### src/rtl/lsu_wb_stage.sv
// lsu_wb_stage: writeback stage directly after the load/store unit.
// Picks the addressed byte lane out of the raw load doubleword and sign- or
// zero-extends it by access size. Non-loads pass their ALU result through.
// Results sit in a two-entry skid buffer (main + skid) so the stage runs at
// full throughput while in_ready stays a plain flop output. Misaligned or
// illegal-size loads are flagged, and fault-free retired loads are counted.
//
// Handshake: an entry is accepted on a rising edge where in_valid & in_ready,
// and handed to writeback on a rising edge where out_valid & out_ready.
// While out_valid is high and out_ready is low, every out_* holds steady.
// Entries always leave in the order they arrived.

module lsu_wb_stage #(
  parameter int XLEN  = 64,
  parameter int CNT_W = 64
) (
  input  logic             clock,
  input  logic             reset,
  input  logic             flush,
  input  logic             in_valid,
  output logic             in_ready,
  input  logic [XLEN-1:0]  in_pc,
  input  logic             in_is_load,
  input  logic [XLEN-1:0]  in_addr,
  input  logic [3:0]       in_size,
  input  logic             in_signed,
  input  logic [XLEN-1:0]  in_rdata,
  input  logic [XLEN-1:0]  in_alu_result,
  input  logic [4:0]       in_rd,
  input  logic             in_wen,
  output logic             out_valid,
  input  logic             out_ready,
  output logic [XLEN-1:0]  out_pc,
  output logic [4:0]       out_rd,
  output logic             out_wen,
  output logic [XLEN-1:0]  out_data,
  output logic             out_fault,
  output logic [CNT_W-1:0] load_count,
  output logic [1:0]       dbg_state
);

  // Buffer occupancy: EMPTY, ONE (main only) or FULL (main + skid).
  typedef enum logic [1:0] {
    ST_EMPTY = 2'd0,
    ST_ONE   = 2'd1,
    ST_FULL  = 2'd2
  } state_e;

  state_e state_q, state_d;
  logic   in_ready_q, in_ready_d;

  // Handshake events and buffer control, derived from the state.
  logic accept;
  logic xfer;
  logic main_valid;
  logic skid_valid;
  logic main_ld;
  logic main_from_skid;
  logic skid_ld;
  logic cnt_inc;

  // Formatted view of the incoming entry.
  logic [XLEN-1:0] lane_sh;
  logic [XLEN-1:0] ext_data;
  logic            size_illegal;
  logic            misaligned;
  logic            fmt_fault;
  logic [XLEN-1:0] fmt_data;
  logic            fmt_wen;

  // Stored entries.
  logic [XLEN-1:0] main_pc_q, skid_pc_q;
  logic [4:0]      main_rd_q, skid_rd_q;
  logic            main_wen_q, skid_wen_q;
  logic [XLEN-1:0] main_data_q, skid_data_q;
  logic            main_fault_q, skid_fault_q;
  logic            main_load_q, skid_load_q;

  logic [CNT_W-1:0] load_count_q;

  // Only the low three address bits select a lane; upper bits are unused.
  logic unused_addr_bits;
  assign unused_addr_bits = ^in_addr[XLEN-1:3];

  // ---------------------------------------------------------------------
  // Input-side formatting
  // ---------------------------------------------------------------------

  assign lane_sh = in_rdata >> {in_addr[2:0], 3'b000};

  // Extend the selected lane by access size; size 8 ignores in_signed.
  always_comb begin
    ext_data     = lane_sh;
    size_illegal = 1'b0;
    misaligned   = 1'b0;
    case (in_size)
      4'd1: begin
        ext_data = {{(XLEN-8){in_signed & lane_sh[7]}}, lane_sh[7:0]};
      end
      4'd2: begin
        ext_data   = {{(XLEN-16){in_signed & lane_sh[15]}}, lane_sh[15:0]};
        misaligned = in_addr[0];
      end
      4'd4: begin
        ext_data   = {{(XLEN-32){in_signed & lane_sh[31]}}, lane_sh[31:0]};
        misaligned = |in_addr[1:0];
      end
      4'd8: begin
        ext_data   = lane_sh;
        misaligned = |in_addr[2:0];
      end
      default: begin
        ext_data     = lane_sh;
        size_illegal = 1'b1;
      end
    endcase
  end

  // Faulting loads write zero and never write the register file.
  always_comb begin
    fmt_fault = in_is_load & (size_illegal | misaligned);
    if (fmt_fault) begin
      fmt_data = '0;
    end else if (in_is_load) begin
      fmt_data = ext_data;
    end else begin
      fmt_data = in_alu_result;
    end
    fmt_wen = in_wen & (in_rd != 5'd0) & ~fmt_fault;
  end

  // ---------------------------------------------------------------------
  // Occupancy FSM
  // ---------------------------------------------------------------------

  // State register plus the registered in_ready (held low through reset).
  always_ff @(posedge clock) begin
    if (reset) begin
      state_q    <= ST_EMPTY;
      in_ready_q <= 1'b0;
    end else begin
      state_q    <= state_d;
      in_ready_q <= in_ready_d;
    end
  end

  // Next occupancy; flush empties the buffer regardless of handshakes.
  always_comb begin
    state_d = state_q;
    if (flush) begin
      state_d = ST_EMPTY;
    end else begin
      case (state_q)
        ST_EMPTY: if (accept) state_d = ST_ONE;
        ST_ONE: begin
          if (accept && !xfer)      state_d = ST_FULL;
          else if (!accept && xfer) state_d = ST_EMPTY;
        end
        ST_FULL:  if (xfer) state_d = ST_ONE;
        default:  state_d = ST_EMPTY;
      endcase
    end
    // in_ready next cycle is simply "skid will be free".
    in_ready_d = (state_d != ST_FULL);
  end

  // Per-state control: entry valids and which registers load this edge.
  always_comb begin
    main_valid     = (state_q != ST_EMPTY);
    skid_valid     = (state_q == ST_FULL);
    accept         = in_valid & in_ready_q;
    xfer           = main_valid & out_ready;
    main_ld        = 1'b0;
    main_from_skid = 1'b0;
    skid_ld        = 1'b0;
    cnt_inc        = 1'b0;
    if (!flush) begin
      cnt_inc = xfer & main_load_q & ~main_fault_q;
      case (state_q)
        ST_EMPTY: main_ld = accept;
        ST_ONE: begin
          main_ld = accept & xfer;
          skid_ld = accept & ~xfer;
        end
        ST_FULL: begin
          main_ld        = xfer;
          main_from_skid = 1'b1;
        end
        default: ;
      endcase
    end
  end

  // ---------------------------------------------------------------------
  // Entry storage and retired-load counter
  // ---------------------------------------------------------------------

  // Main entry: loaded from the input, or refilled from skid when FULL drains.
  always_ff @(posedge clock) begin
    if (reset) begin
      main_pc_q    <= '0;
      main_rd_q    <= '0;
      main_wen_q   <= 1'b0;
      main_data_q  <= '0;
      main_fault_q <= 1'b0;
      main_load_q  <= 1'b0;
    end else if (main_ld) begin
      if (main_from_skid) begin
        main_pc_q    <= skid_pc_q;
        main_rd_q    <= skid_rd_q;
        main_wen_q   <= skid_wen_q;
        main_data_q  <= skid_data_q;
        main_fault_q <= skid_fault_q;
        main_load_q  <= skid_load_q;
      end else begin
        main_pc_q    <= in_pc;
        main_rd_q    <= in_rd;
        main_wen_q   <= fmt_wen;
        main_data_q  <= fmt_data;
        main_fault_q <= fmt_fault;
        main_load_q  <= in_is_load;
      end
    end
  end

  // Skid entry: catches the new input when main is stalled.
  always_ff @(posedge clock) begin
    if (reset) begin
      skid_pc_q    <= '0;
      skid_rd_q    <= '0;
      skid_wen_q   <= 1'b0;
      skid_data_q  <= '0;
      skid_fault_q <= 1'b0;
      skid_load_q  <= 1'b0;
    end else if (skid_ld) begin
      skid_pc_q    <= in_pc;
      skid_rd_q    <= in_rd;
      skid_wen_q   <= fmt_wen;
      skid_data_q  <= fmt_data;
      skid_fault_q <= fmt_fault;
      skid_load_q  <= in_is_load;
    end
  end

  // Count fault-free loads as they leave; wraps, and flush does not clear it.
  always_ff @(posedge clock) begin
    if (reset) begin
      load_count_q <= '0;
    end else if (cnt_inc) begin
      load_count_q <= load_count_q + 1'b1;
    end
  end

  assign in_ready   = in_ready_q;
  assign out_valid  = main_valid;
  assign out_pc     = main_pc_q;
  assign out_rd     = main_rd_q;
  assign out_wen    = main_wen_q;
  assign out_data   = main_data_q;
  assign out_fault  = main_fault_q;
  assign load_count = load_count_q;
  assign dbg_state  = state_q;

  // skid_valid is implied by the state; kept for readability of the FSM.
  logic unused_skid_valid;
  assign unused_skid_valid = skid_valid;

endmodule

### config.mk
export PLATFORM = sky130hd
export DESIGN_NAME = lsu_wb_stage
export DESIGN_NICKNAME = d
export VERILOG_FILES = /design/src/rtl/lsu_wb_stage.sv
export SDC_FILE = /design/constraint.sdc
export NUM_CORES = 1
export LEC_CHECK = 0
export ABC_AREA = 1
export CAP_MARGIN = 10
export CORE_UTILIZATION = 50
export CTS_BUF_LIST = sky130_fd_sc_hd__clkbuf_8
export DETAILED_ROUTE_END_ITERATION = 12
export PLACE_DENSITY = 0.83
export RECOVER_POWER = 50
export SYNTH_ARGS = -nofsm -noshare
export SYNTH_HDL_FRONTEND = slang
export SYNTH_SLANG_ARGS = --single-unit
export TNS_END_PERCENT = 100
### constraint.sdc
create_clock -name clock -period 2.1 [get_ports clock]
set_input_delay 0.315 -clock clock [delete_from_list [all_inputs] [get_ports clock]]
set_output_delay 0.315 -clock clock [all_outputs]
set_load 0.005 [all_outputs]
# Word-level counts from Yosys, hierarchy flattened
# Index checks and enable logic that the tools add are counted.
word_totals:
  ff_bits: 339
  input_bits: 273
  out_inout_bits: 203
  wordCells: 74
op_classes:
  add_sub_neg: 1
  eq_ne: 7
  shift: 1
  muxes: 24
  n_bitwise: 16
  n_reduce_logical: 10
op_table:
  columns: ["operator", "n"]
  rows:
  - ["two-way mux 64 bit", 4]
  - ["one-hot mux 64 bit (3 select lines)", 1]
  - ["adder 64 x 1 -> 64 bit, second input constant", 1]
  - ["right shift 64 x 6 -> 64 bit", 1]
  - ["AND 1 bit", 12]
  - ["two-way mux 1 bit", 10]
  - ["two-way mux 2 bit", 5]
  - ["one-hot mux 1 bit (3 select lines)", 2]
  - ["one-hot mux 2 bit (3 select lines)", 1]
  - ["two-way mux 5 bit", 1]
  - ["nonzero test 5 bit", 1]
  - ["equality test 4 x 1 -> 1 bit, second input constant", 1]
  - ["equality test 4 x 2 -> 1 bit, second input constant", 1]
  - ["equality test 4 x 3 -> 1 bit, second input constant", 1]
  - ["equality test 4 bit, second input constant", 1]
  - ["OR reduction 4 bit", 1]
  - ["inverter 1 bit", 3]
  - ["OR reduction 3 bit", 1]
  - ["equality test 2 x 1 -> 1 bit, second input constant", 1]
  - ["equality test 2 bit, second input constant", 1]
  - ["logical AND 1 bit", 2]
  - ["zero test 1 bit", 2]
  - ["zero test 2 bit", 1]
  - ["!= test 2 bit, second input constant", 1]
  - ["3 further kinds", 3]

# Depth between registers and ports, before layout
logic_depth:
  depth_word: 8
  ltp_mapped: 15

# Worst setup path before layout
# Ideal clock, no wire load.
synth_path:
  kind: "reg2reg"
  start: "register load_count_q[0] (netlist: load_count[0])"
  end: "register load_count_q[22] (netlist: load_count[22])"
  setup_time_ns: 0.064
  t_arrival_ns: 1.767
  required_ns: 2.036
  slack_ns: 0.269
  path_stages_with_launch: 12
  n_path_buf: 0
  period_less_slack_ns: 1.831
  path_cell_list: "dfxtp_1 ha_1 inv_1 nor3_4 nand3_1 inv_1 nand2_1 nor2_2 nand2_1 o21ai_1 nand2_1 nor2_1"
synth_via:
  elab_chain_len: 1
synth_rtl:
  columns: ["element", "line", "rtl"]
  rows:
  - ["start, declared", "79", "logic [CNT_W-1:0] load_count_q;"]
  - ["start signal, assigned", "250", "load_count_q <= load_count_q + 1'b1;"]
  - ["adder 64 x 1 -> 64 bit", "250", null]
# No other way between the ends.
# A chain may end at the register's enable or synchronous reset.

# Worst setup path after layout
layout_path:
  start: "register load_count_q[0] (netlist: load_count[0])"
  end: "output port load_count[0]"
layout_lines:
  columns: ["element", "line", "rtl"]
  rows:
  - ["end, declared", "38", "output logic [CNT_W-1:0] load_count,"]
# No word-level cell between the ends.

==> impl_metrics.sql <==
INSERT INTO impl_metrics (metric_group, metric, value, unit) VALUES
('sta', 'tightest_slew', '679.3', 'ps'),
('die', 'initial_utilization', '51.45', '%'),
('synth', 'netlist-cell-type-count', '47', ''),
('global_routing', 'grt_pass1_vias', '19620', ''),
('pwr', 'worst_ir_drop_vdd', '631.0', 'uV'),
('critical_path', 'worst_r2r_startpoint', 'out_fault', ''),
('place', 'port_buffers', '414', ''),
('cts', 'clock_path_buffers', '3', ''),
('sta', 'final.setup_skew', '38.54', 'ps'),
('synth', 'syn_area', '17420', 'sq um'),
('detailed_routing', 'vias', '20705', ''),
('sta', 'report.final.slew_viol_count', '0', ''),
('pwr', 'power.static_leakage', '10.41', 'nW'),
('sta', 'final_hold_viol_count', '0', ''),
('synth', 'sequential_to_total_area_share_from_yosys_stat', '38.95', '%'),
('synth', 'synth_largest_type_area_fraction', '38.95', '%'),
('pwr', 'comb_power_share', '14.9', '%'),
('critical_path', 'worst_r2r_endpoint', 'load_count[61]', ''),
('global_routing', 'gr-usage-all-layers', '36.51', '%'),
('synth', 'share_of_async_settable_or_async_resettable_flops_after_synthesis', '0', '%'),
('cts', 'cts-buffers-inserted', '56', ''),
('pwr', 'power.density', '608.5', 'nW/um^2'),
('sta', 'slew_headroom', '54.71', '%'),
('cts', 'clk_latency', '640', 'ps'),
('status', 'run_status', 'complete, no violations', ''),
('cts', 'path_clk_slew', '70', 'ps'),
('sta', 'report.final.setup_viol', '0', ''),
('pwr', 'design_power_total', '14.81', 'mW'),
('pwr', 'sw_pwr', '3.946', 'mW'),
('synth', 'postSynthAreaPerCell', '6.595', 'sq um'),
('critical_path', 'critical_path.endpoint_type', 'output port', ''),
('cts', 'tritoncts_clock_tree', 'yes', ''),
('synth', 'synth_top_flop_cell', 'sky130_fd_sc_hd__dfxtp_1', ''),
('critical_path', 'worst-setup-path-type', 'flop to output port', ''),
('detailed_routing', 'via_per_inst', '5.731', ''),
('die', 'num_rows', '67', ''),
('final_layout', 'drive_above_1_share', '10.59', '%'),
('place', 'placed_cells_incl_taps', '3515', ''),
('global_routing', 'overflow_left_after_global_routing', '0', ''),
('sta', 'fin_tns_setup', '0', 'ps'),
('synth', 'synth.most_common_cell', 'sky130_fd_sc_hd__nand2_1', ''),
('sta', 'final.min_clock_period', '2041', 'ps'),
('detailed_routing', 'detail_route.drc_violations', '0', ''),
('synth', 'syn-instance-count', '2642', ''),
('place', 'dp_hpwl', '49230', 'microns'),
('synth', 'cell_type_contributing_the_most_total_cell_area_after_synthesis', 'sky130_fd_sc_hd__dfxtp_1', ''),
('worst_hold_path', 'timing.hold.worst.class', 'input port to flop', ''),
('place', 'place_congestion', '0.9657', ''),
('detailed_routing', 'drt-initial-drc-count', '2030', ''),
('synth', 'mappedNetlistNets', '2916', ''),
('die', 'dieArea', '35600', 'sq um'),
('job', 'timing.max_cap.violations', '0', ''),
('die', 'die_height', '188.7', 'microns'),
('pwr', 'p_sw_share', '26.64', '%'),
('die', 'floorplan.die.width', '188.7', 'microns'),
('die', 'floorplan.core_area', '33870', 'sq um'),
('critical_path', 'critPathMaxFanout', '5', ''),
('detailed_routing', 'ant_nets', '0', ''),
('synth', 'synth.yosys.warnings', '0', ''),
('final_layout', 'layout.area.seq', '6789', 'sq um'),
('critical_path', 'signal_arrival_time_at_the_worst_endpoint', '1730', 'ps'),
('die', 'boundaryPins', '476', ''),
('cts', 'clock_tree.root_cell', 'sky130_fd_sc_hd__clkbuf_8', ''),
('final_layout', 'total_number_of_nets_in_the_final_design', '3401', ''),
('sta', 'rsz0062_at_grt', 'true', ''),
('global_routing', 'grt_max_degree', '109', ''),
('global_routing', 'initial_antenna_violation_count', '2', ''),
('detailed_routing', 'detail_route.wirelength', '67070', 'microns'),
('cts', 'cts.htree.levels', '2', ''),
('pwr', 'part_of_the_power_in_registers', '44.8', '%'),
('critical_path', 'required_time_of_the_worst_setup_path', '1780', 'ps');
stage by stage:
step | setup WS [ps] | instance area [sq um]
after global placement | -439.9 | 23200
after CTS | 26.59 | 24350
after floorplan | 268.6 | 17420
after global routing | -12.95 | 24340
final | 58.81 | 24340
after detailed placement | -442.4 | 23200
sequential cells by signal, summed over array words and instances, names as in the netlist, 2 cells and up:
name	cells
skid_pc_q	64
out_data	64
load_count	64
skid_data_q	64
skid_rd_q	5
dbg_state	2
out_pc	64
out_rd	5
worst max-delay path, stage by stage, from the launching register on:
cell and delay, ps:
sky130_fd_sc_hd__dfxtp_1 420, sky130_fd_sc_hd__buf_4 160, sky130_fd_sc_hd__clkdlybuf4s50_1 520
kinds of logic (layout without fill, tap and decap cells):
group / Yosys count / count (layout) / synth area share, %
other: 0 / 1 / 0
XOR/XNOR: 26 / 26 / 1.307
flip-flops: 339 / 339 / 38.95
AO/OA/AOI/OAI: 659 / 659 / 20.77
AND/OR/NAND/NOR: 1281 / 1281 / 31.11
adder cells (fa/ha/maj): 1 / 1 / 0.07180
buffers and inverters: 336 / 858 / 7.791
area by class of cell:
type                    count  share of cell area [%]
inverters                 149                   2.375
multi-input cells        1967                   38.30
clock buffers              74                   4.184
clock inverters            21                  0.5346
diodes                      1                 0.01028
flip-flops and latches    339                   27.89
repair buffers            614                   24.40
well taps                 448                   2.303
worst min-delay path by stage:
stage | from | end | slack [ps] | cells past startpoint
2_1_floorplan | flush | dbg_state[0] | 390 | 1
3_3_place_gp | out_data[41] | out_data[41] | 450 | 2
3_5_place_dp | out_data[41] | out_data[41] | 450 | 2
4_1_cts | reset | skid_data_q[14] | 120 | 4
5_1_grt | reset | skid_data_q[10] | 180 | 4
6_report | reset | skid_data_q[14] | 160 | 4
power groups by stage:
stage | sequential, mW | clock (mW) | combinational [mW]
after floorplan | 6.77 | 0 | 0.923
after global placement | 6.77 | 0 | 2.17
after detailed placement | 6.78 | 0 | 2.20
after CTS | 6.64 | 6.02 | 2.22
after global routing | 6.65 | 6.32 | 2.37
final | 6.64 | 5.97 | 2.21
cells in the final DEF, fill, tap and decap left out, types with 41 or more instances in the layout:
cell type / count
sky130_fd_sc_hd__nand2_1: 630
sky130_fd_sc_hd__dfxtp_1: 337
sky130_fd_sc_hd__nor2_1: 331
sky130_fd_sc_hd__o21ai_0: 303
sky130_fd_sc_hd__clkdlybuf4s50_1: 291
sky130_fd_sc_hd__nand3_1: 202
sky130_fd_sc_hd__a21oi_1: 193
sky130_fd_sc_hd__buf_4: 159
sky130_fd_sc_hd__inv_1: 150
sky130_fd_sc_hd__dlygate4sd3_1: 118
sky130_fd_sc_hd__clkbuf_8: 74
sky130_fd_sc_hd__a31oi_1: 71
sky130_fd_sc_hd__o211ai_1: 48
sky130_fd_sc_hd__nand4_1: 41
metal layers:
| metal | GRT usage (%) | share of wire, % |
|---|---|---|
| met5 | 0 | 0.025 |
| met4 | 21.09 | 6.1 |
| met3 | 5.122 | 8.2 |
| met2 | 60.15 | 46 |
| met1 | 45.59 | 39 |
what timing repair did:
action                     CTS  global route
setup endpoints to repair    0            11
setup buffers                0             2
resized for setup            0            13
(Power assumes the default switching activity.)
